$ cat src/rtl/flappy_mmio_responder_pkg.sv
// Shared register map, field widths and STATUS bit positions for the flappy MMIO responder.
package flappy_mmio_pkg;

    localparam int unsigned SCORE_W = 16;
    localparam int unsigned POS_W   = 10;
    localparam int unsigned FLAP_W  = 8;

    localparam logic [3:0] IDX_STATUS = 4'd0;
    localparam logic [3:0] IDX_FLAP   = 4'd1;
    localparam logic [3:0] IDX_FRAME  = 4'd2;
    localparam logic [3:0] IDX_SCORE  = 4'd3;
    localparam logic [3:0] IDX_BIRD_Y = 4'd4;
    localparam logic [3:0] IDX_PIPE_X = 4'd5;

    localparam int unsigned STATUS_FLAP_BIT  = 0;
    localparam int unsigned STATUS_FRAME_BIT = 1;

    function automatic logic [FLAP_W-1:0] flap_sat_inc(input logic [FLAP_W-1:0] v);
        return (v == '1) ? v : v + 1'b1;
    endfunction

endpackage

$ cat src/rtl/flappy_mmio_responder_if.sv
// Processor data-memory port as seen by the flappy MMIO responder.
interface flappy_mmio_responder_if;
    logic [31:0] mem_addr;
    logic [31:0] mem_wdata;
    logic        mem_we;
    logic        mem_re;
    logic [31:0] mem_rdata;
    logic        mem_hit;

    modport master (
        output mem_addr, mem_wdata, mem_we, mem_re,
        input  mem_rdata, mem_hit
    );

    modport slave (
        input  mem_addr, mem_wdata, mem_we, mem_re,
        output mem_rdata, mem_hit
    );
endinterface

$ cat src/rtl/flappy_mmio_responder_debounce.sv
// Level debouncer: dout follows din only after din has held a new level
// for DEBOUNCE_CYCLES consecutive clocks.
module flappy_debounce #(
    parameter int unsigned DEBOUNCE_CYCLES = 500000
) (
    input  logic clock,
    input  logic reset,
    input  logic din,
    output logic dout
);
    localparam int unsigned CNT_W = $clog2(DEBOUNCE_CYCLES + 1);

    logic             dout_q, dout_d;
    logic [CNT_W-1:0] cnt_q, cnt_d;

    // Any sample that agrees with the current output restarts the count.
    always_comb begin
        dout_d = dout_q;
        cnt_d  = '0;
        if (din != dout_q) begin
            if (cnt_q == CNT_W'(DEBOUNCE_CYCLES - 1)) begin
                dout_d = din;
            end else begin
                cnt_d = cnt_q + 1'b1;
            end
        end
    end

    always_ff @(posedge clock) begin
        if (reset) begin
            dout_q <= 1'b0;
            cnt_q  <= '0;
        end else begin
            dout_q <= dout_d;
            cnt_q  <= cnt_d;
        end
    end

    assign dout = dout_q;

endmodule

$ cat src/rtl/flappy_mmio_responder.sv
// Flappy game MMIO responder: register window, frame timer and flap-button counter.
// Define FLAPPY_MMIO_DEBOUNCE_EN to insert flappy_debounce in the button path.
module flappy_mmio_responder
    import flappy_mmio_pkg::*;
#(
    parameter logic [31:0] BASE_ADDR       = 32'h0000_1000,
    parameter int unsigned FRAME_DIV       = 833333,
    parameter int unsigned DEBOUNCE_CYCLES = 500000
) (
    input  logic                   clock,
    input  logic                   reset,
    flappy_mmio_responder_if.slave bus,
    input  logic                   btn_flap,
    output logic [SCORE_W-1:0]     score,
    output logic [POS_W-1:0]       bird_y,
    output logic [POS_W-1:0]       pipe_x,
    output logic                   frame_tick
);
    localparam int unsigned DIV_W = (FRAME_DIV > 1) ? $clog2(FRAME_DIV) : 1;

    if (BASE_ADDR[3:0] != 4'h0) begin : g_bad_base
        $error("flappy_mmio_responder: BASE_ADDR low nibble must be zero");
    end
    if (FRAME_DIV < 2 || DEBOUNCE_CYCLES < 1) begin : g_bad_timing
        $error("flappy_mmio_responder: FRAME_DIV must be >= 2 and DEBOUNCE_CYCLES >= 1");
    end

    logic              sync1_q, sync2_q, lvl, lvl_prev_q, flap_edge;
    logic              sel, rd_en, wr_en, status_rd, flap_rd, wrap;
    logic [3:0]        idx;
    logic [31:0]       rd_val;
    logic              unused_wdata;

    logic [SCORE_W-1:0] score_q, score_d;
    logic [POS_W-1:0]   bird_q, bird_d, pipe_q, pipe_d;
    logic [FLAP_W-1:0]  flap_cnt_q, flap_cnt_d;
    logic [31:0]        frame_cnt_q, frame_cnt_d;
    logic [DIV_W-1:0]   div_q, div_d;
    logic               frame_pend_q, frame_pend_d;
    logic               tick_q;
    logic [31:0]        rdata_q, rdata_d;
    logic               hit_q, hit_d;

    always_ff @(posedge clock) begin
        if (reset) begin
            sync1_q    <= 1'b0;
            sync2_q    <= 1'b0;
            lvl_prev_q <= 1'b0;
        end else begin
            sync1_q    <= btn_flap;
            sync2_q    <= sync1_q;
            lvl_prev_q <= lvl;
        end
    end

`ifdef FLAPPY_MMIO_DEBOUNCE_EN
    flappy_debounce #(
        .DEBOUNCE_CYCLES(DEBOUNCE_CYCLES)
    ) u_debounce (
        .clock(clock),
        .reset(reset),
        .din  (sync2_q),
        .dout (lvl)
    );
`else
    assign lvl = sync2_q;
`endif

    assign flap_edge    = lvl & ~lvl_prev_q;
    assign sel          = (bus.mem_addr[31:4] == BASE_ADDR[31:4]);
    assign idx          = bus.mem_addr[3:0];
    assign rd_en        = sel & bus.mem_re;
    assign wr_en        = sel & bus.mem_we;
    assign status_rd    = rd_en && (idx == IDX_STATUS);
    assign flap_rd      = rd_en && (idx == IDX_FLAP);
    assign wrap         = (div_q == DIV_W'(FRAME_DIV - 1));
    assign unused_wdata = ^bus.mem_wdata[31:SCORE_W];

    always_comb begin
        rd_val = '0;
        case (idx)
            IDX_STATUS: begin
                rd_val[STATUS_FLAP_BIT]  = (flap_cnt_q != '0);
                rd_val[STATUS_FRAME_BIT] = frame_pend_q;
            end
            IDX_FLAP:   rd_val = 32'(flap_cnt_q);
            IDX_FRAME:  rd_val = frame_cnt_q;
            IDX_SCORE:  rd_val = 32'(score_q);
            IDX_BIRD_Y: rd_val = 32'(bird_q);
            IDX_PIPE_X: rd_val = 32'(pipe_q);
            default:    rd_val = '0;
        endcase
    end

    always_comb begin
        score_d = score_q;
        bird_d  = bird_q;
        pipe_d  = pipe_q;
        if (wr_en) begin
            case (idx)
                IDX_SCORE:  score_d = bus.mem_wdata[SCORE_W-1:0];
                IDX_BIRD_Y: bird_d  = bus.mem_wdata[POS_W-1:0];
                IDX_PIPE_X: pipe_d  = bus.mem_wdata[POS_W-1:0];
                default:    ;
            endcase
        end

        div_d        = wrap ? '0 : div_q + 1'b1;
        frame_cnt_d  = wrap ? frame_cnt_q + 32'd1 : frame_cnt_q;
        // A wrap landing on a STATUS read must not be lost to the clear.
        frame_pend_d = wrap | (frame_pend_q & ~status_rd);

        // Clear-on-read keeps an edge arriving in the same cycle.
        if (flap_rd) begin
            flap_cnt_d = flap_edge ? FLAP_W'(1) : '0;
        end else if (flap_edge) begin
            flap_cnt_d = flap_sat_inc(flap_cnt_q);
        end else begin
            flap_cnt_d = flap_cnt_q;
        end

        rdata_d = rd_en ? rd_val : '0;
        hit_d   = sel & (bus.mem_re | bus.mem_we);
    end

    always_ff @(posedge clock) begin
        if (reset) begin
            score_q      <= '0;
            bird_q       <= '0;
            pipe_q       <= '0;
            flap_cnt_q   <= '0;
            frame_cnt_q  <= '0;
            div_q        <= '0;
            frame_pend_q <= 1'b0;
            tick_q       <= 1'b0;
            rdata_q      <= '0;
            hit_q        <= 1'b0;
        end else begin
            score_q      <= score_d;
            bird_q       <= bird_d;
            pipe_q       <= pipe_d;
            flap_cnt_q   <= flap_cnt_d;
            frame_cnt_q  <= frame_cnt_d;
            div_q        <= div_d;
            frame_pend_q <= frame_pend_d;
            tick_q       <= wrap;
            rdata_q      <= rdata_d;
            hit_q        <= hit_d;
        end
    end

    assign bus.mem_rdata = rdata_q;
    assign bus.mem_hit   = hit_q;
    assign score         = score_q;
    assign bird_y        = bird_q;
    assign pipe_x        = pipe_q;
    assign frame_tick    = tick_q;

endmodule

$ cat src/flat_wrapper.sv
// flat-port wrapper written by rule: the top's interface ports become plain ports
module flappy_mmio_responder_flat import flappy_mmio_pkg::*;
#(
    parameter logic [31:0] BASE_ADDR       = 32'h0000_1000,
    parameter int unsigned FRAME_DIV       = 833333,
    parameter int unsigned DEBOUNCE_CYCLES = 500000
)
  (clock, reset, btn_flap, score, bird_y, pipe_x, frame_tick, bus_mem_addr, bus_mem_wdata, bus_mem_we, bus_mem_re, bus_mem_rdata, bus_mem_hit);
  flappy_mmio_responder_if bus_i ();
  input  logic clock;
  input  logic reset;
  input  logic btn_flap;
  output logic [SCORE_W-1:0] score;
  output logic [POS_W-1:0] bird_y;
  output logic [POS_W-1:0] pipe_x;
  output logic frame_tick;
  input wire logic [$bits(bus_i.mem_addr)-1:0] bus_mem_addr;
  input wire logic [$bits(bus_i.mem_wdata)-1:0] bus_mem_wdata;
  input wire logic [$bits(bus_i.mem_we)-1:0] bus_mem_we;
  input wire logic [$bits(bus_i.mem_re)-1:0] bus_mem_re;
  output wire logic [$bits(bus_i.mem_rdata)-1:0] bus_mem_rdata;
  output wire logic [$bits(bus_i.mem_hit)-1:0] bus_mem_hit;
  assign bus_i.mem_addr = bus_mem_addr;
  assign bus_i.mem_wdata = bus_mem_wdata;
  assign bus_i.mem_we = bus_mem_we;
  assign bus_i.mem_re = bus_mem_re;
  assign bus_mem_rdata = bus_i.mem_rdata;
  assign bus_mem_hit = bus_i.mem_hit;
  flappy_mmio_responder #(.BASE_ADDR(BASE_ADDR), .FRAME_DIV(FRAME_DIV), .DEBOUNCE_CYCLES(DEBOUNCE_CYCLES)) u_core (.clock(clock), .reset(reset), .bus(bus_i), .btn_flap(btn_flap), .score(score), .bird_y(bird_y), .pipe_x(pipe_x), .frame_tick(frame_tick));
endmodule
$ cat config.mk
export PLATFORM = sky130hd
export DESIGN_NAME = flappy_mmio_responder_flat
export DESIGN_NICKNAME = d
export VERILOG_FILES = /design/src/rtl/flappy_mmio_responder_pkg.sv /design/src/rtl/flappy_mmio_responder_if.sv /design/src/rtl/flappy_mmio_responder_debounce.sv /design/src/rtl/flappy_mmio_responder.sv /design/src/flat_wrapper.sv
export SDC_FILE = /design/constraint.sdc
export NUM_CORES = 1
export LEC_CHECK = 0
export CAP_MARGIN = 15
export CORE_MARGIN = 2
export CORE_UTILIZATION = 44
export DETAILED_ROUTE_END_ITERATION = 6
export GPL_TIMING_DRIVEN = 0
export HOLD_SLACK_MARGIN = 0.1
export PLACE_DENSITY_LB_ADDON = 0.2
export SKIP_CTS_REPAIR_TIMING = 1
export SYNTH_ARGS = -nofsm -noshare
export SYNTH_HDL_FRONTEND = slang
export SYNTH_SLANG_ARGS = --single-unit
$ cat constraint.sdc
create_clock -name clock -period 1.9 [get_ports clock]
set_input_delay 0.38 -clock clock [delete_from_list [all_inputs] [get_ports clock]]
set_output_delay 0.38 -clock clock [all_outputs]
set_load 0.005 [all_outputs]
==> flow_summary.toml <==
[synthesis]
synth_ff_type = "dfxtp_1"
synth-edff-count = 0
ys_types = 51
synth_cells = 609
yosysTopAreaCell = "dfxtp_1"
netlist.area_leader.share_pct = 48.0
ys_seq_area_share_pct = 48.0
synthesis.area_um2 = 5590
synth.avg_cell_area_um2 = 9.17
synth.area.top_cells = "dfxtp_1, mux2i_1, nor2_1, xnor2_1, a22oi_1"
yosys_warnings = 0
syn_nets = 683
synth_seq_cells = 134
synth_common_cells = "dfxtp_1, nor2_1, nand2_1"
async_flop_share_pct = 0
synth.most_common_cell = "dfxtp_1"

[cts]
cts_root_buf = "clkbuf_16"
clock_latency_ns = 0.42
cts_tree = "done"
cts.path.max_buffers = 2
cts_buffers = 17
clock-sinks = 134
path_clk_slew_ns = 0.06
htree_levels = 4

[setup_path]
crit_family = "simple AND/OR/NAND/NOR gates"
cp_max_fo = 5
crit_type = "flip-flop to flip-flop"
critPathBufInv = 2
regToRegSetupSlack_ns = -0.03
cp_num_cells = 8
cp_slowest_cell = "dfxtp_4"
cp-startpoint = "u_core.div_q[0]$_SDFF_PP0_"
endpoint = "u_core.frame_cnt_q[31]$_SDFFE_PP0P_"
critPathLaunchType = "flip-flop"
cp_cell_sequence = "inv_2 > ha_4 > and4b_2 > and4_4 > nand3_4 > buf_8 > o31ai_1 > a21oi_1"
critPathMaxStageDelay_ns = 0.35
ff2ff_path_depth = 8
r2r-end = "u_core.frame_cnt_q[31]$_SDFFE_PP0P_"
crit_path_end_kind = "flip-flop"
critPathRequiredTime_ns = 2.18
arrival_ns = 2.21
r2r-start = "u_core.div_q[0]$_SDFF_PP0_"

[status]
outcome = "finished, violations left"
violations = "negative setup slack"

[power]
leakagePower_nw = 3.13
ir_drop_uv = 581
p_total_mw = 6.56
cellPowerDensity_nw_per_um2 = 767

[drt]
wl_per_cell_um = 17.0
route.detailed.drc = 0
num_vias = 5330
viasPerCell = 5.52
antenna_left = 0
wirelength_mm = 16.4
drt_iter0_markers = 507
first_pass_iters = 5

[flow_run]
maxCapViolations = 0

[die]
dieArea_um2 = 13600
rows = 41
io_pins = 139
fp.dieW_um = 117
die_h_um = 117
coreArea_um2 = 12500
start_util_pct = 44.6

[global_route]
grt_usage_pct = 22.3
grt_overflow = 0
grt_max_degree = 17
antenna_found_initial = 0
grt_pass1_vias = 4881
grt_pass1_wl_mm = 23.7

[final_layout]
nets = 856
finalNonFillerCells = 965
utilization_pct = 68.3
drive_above_1_share_pct = 22.4
num_antenna_cells = 0
synthToLayoutAreaGrowth_pct = 53.1

[timing]
fmax_mhz = 519
slew_violations = 0
tightest_slew_ns = 0.737
finalClockSkew_ns = 0.00932
finalCritPeriodShare_pct = 101
slew_headroom_pct = 50.9
fin_crit_ns = 1.93
setup-violations-final = 4
hold_viol_final = 0
rsz0062_at_grt = "true"
setup_tns_ns = -0.0782
worst_slack_ns = -0.0274

[placement]
place.gp.congestion = 0.867
hpwlAfterDp_mm = 10.7
dpl.cell_count = 901
io_buffers = 119

[worst_hold_path]
hp-class = "input port to flip-flop"
[area by class of cell]
cell class | count | area [um^2]
Tap cell | 172 | 215
Timing Repair Buffer | 155 | 1590
Fill cell | 964 | 3970
Sequential cell | 134 | 2740
Multi-Input combinational cell | 430 | 3120
Inverter | 16 | 60.1
Clock inverter | 8 | 146
Buffer | 28 | 188
Clock buffer | 22 | 484
[layer usage]
layer / share of wire (%) / vias up / routed length, um / track usage [%]
met5: 0 / - / 0 / 0
met4: 1.4 / 0 / 236 / 7.29
met3: 6.3 / 29 / 1030 / 6.54
met2: 50 / 213 / 8260 / 37.7
met1: 42 / 2577 / 6880 / 27.4
li1: - / 2511 / - / -
[logic make-up (layout without fill, tap and decap cells)]
family	Yosys count	after routing	synth area share, %
mux	41	41	7.41
compound gates	78	78	9.14
fa+ha+maj	5	5	1.12
simple gates	271	271	25.5
flops	134	134	48.0
buf+inv	45	229	3.29
xor+xnor	35	35	5.49
[worst min path at each step]
stage	start	to	slack, ns	cells past startpoint
after floorplan	u_core.sync1_q$_SDFF_PP0_	u_core.lvl$_SDFF_PP0_	0.41	1
after global placement	u_core.sync1_q$_SDFF_PP0_	u_core.lvl$_SDFF_PP0_	0.43	1
after detailed placement	u_core.sync1_q$_SDFF_PP0_	u_core.lvl$_SDFF_PP0_	0.44	1
after CTS	u_core.sync1_q$_SDFF_PP0_	u_core.lvl$_SDFF_PP0_	0.47	1
after global routing	bus_mem_addr[29]	u_core.bus.mem_hit$_SDFF_PP0_	0.33	4
final	bus_mem_addr[27]	u_core.bus.mem_hit$_SDFF_PP0_	0.30	4
[worst min-delay path, stage by stage]
cell            delay (ns)
dlymetal6s2s_1        0.10
nor4_2                0.05
nand3_2               0.08
a2111oi_0             0.06
[report_power, final]
part,switching [mW],internal (mW),total [mW]
registers,0.0105,2.81,2.82
logic,0.131,0.120,0.251
clock network,1.17,2.32,3.49
[per-stage QoR]
| stage | instance area, um^2 | setup WS, ns | hold slack [ns] |
|---|---|---|---|
| 2_1_floorplan | 5610 | 0.0371 | 0.414 |
| 4_1_cts | 7650 | -0.425 | 0.468 |
| 3_5_place_dp | 7020 | -0.798 | 0.436 |
| 6_report | 8550 | -0.0274 | 0.302 |
| 5_1_grt | 8550 | -0.112 | 0.330 |
| 3_3_place_gp | 7010 | -0.897 | 0.431 |
[placed cells by master (no fill, tap or decap), drive strengths merged, types with 4 or more instances in the layout]
master / n
nand4: 15
nand2: 40
nor4: 14
a31oi: 8
o31ai: 6
o21ai: 9
clkbuf: 40
xor2: 13
nor2: 97
nor3: 8
mux2i: 38
xnor2: 22
and4: 5
dlymetal6s2s: 30
dfxtp: 134
inv: 16
clkdlybuf4s50: 89
nor2b: 7
ha: 5
a21oi: 23
and2: 16
or3: 10
or4: 10
a22oi: 20
buf: 46
and3: 8
nor4b: 8
nand3: 19
bufinv: 4
[flip-flops by register name, summed over array words and instances, names as in the netlist, 8 cells and up]
| register | flops |
|---|---|
| u_core.flap_cnt_q | 8 |
| u_core.frame_cnt_q | 32 |
| u_core.score | 16 |
| u_core.pipe_x | 10 |
| u_core.div_q | 20 |
| u_core.bird_y | 10 |
| u_core.bus.mem_rdata | 32 |
Power figures use the tool's default switching activity.
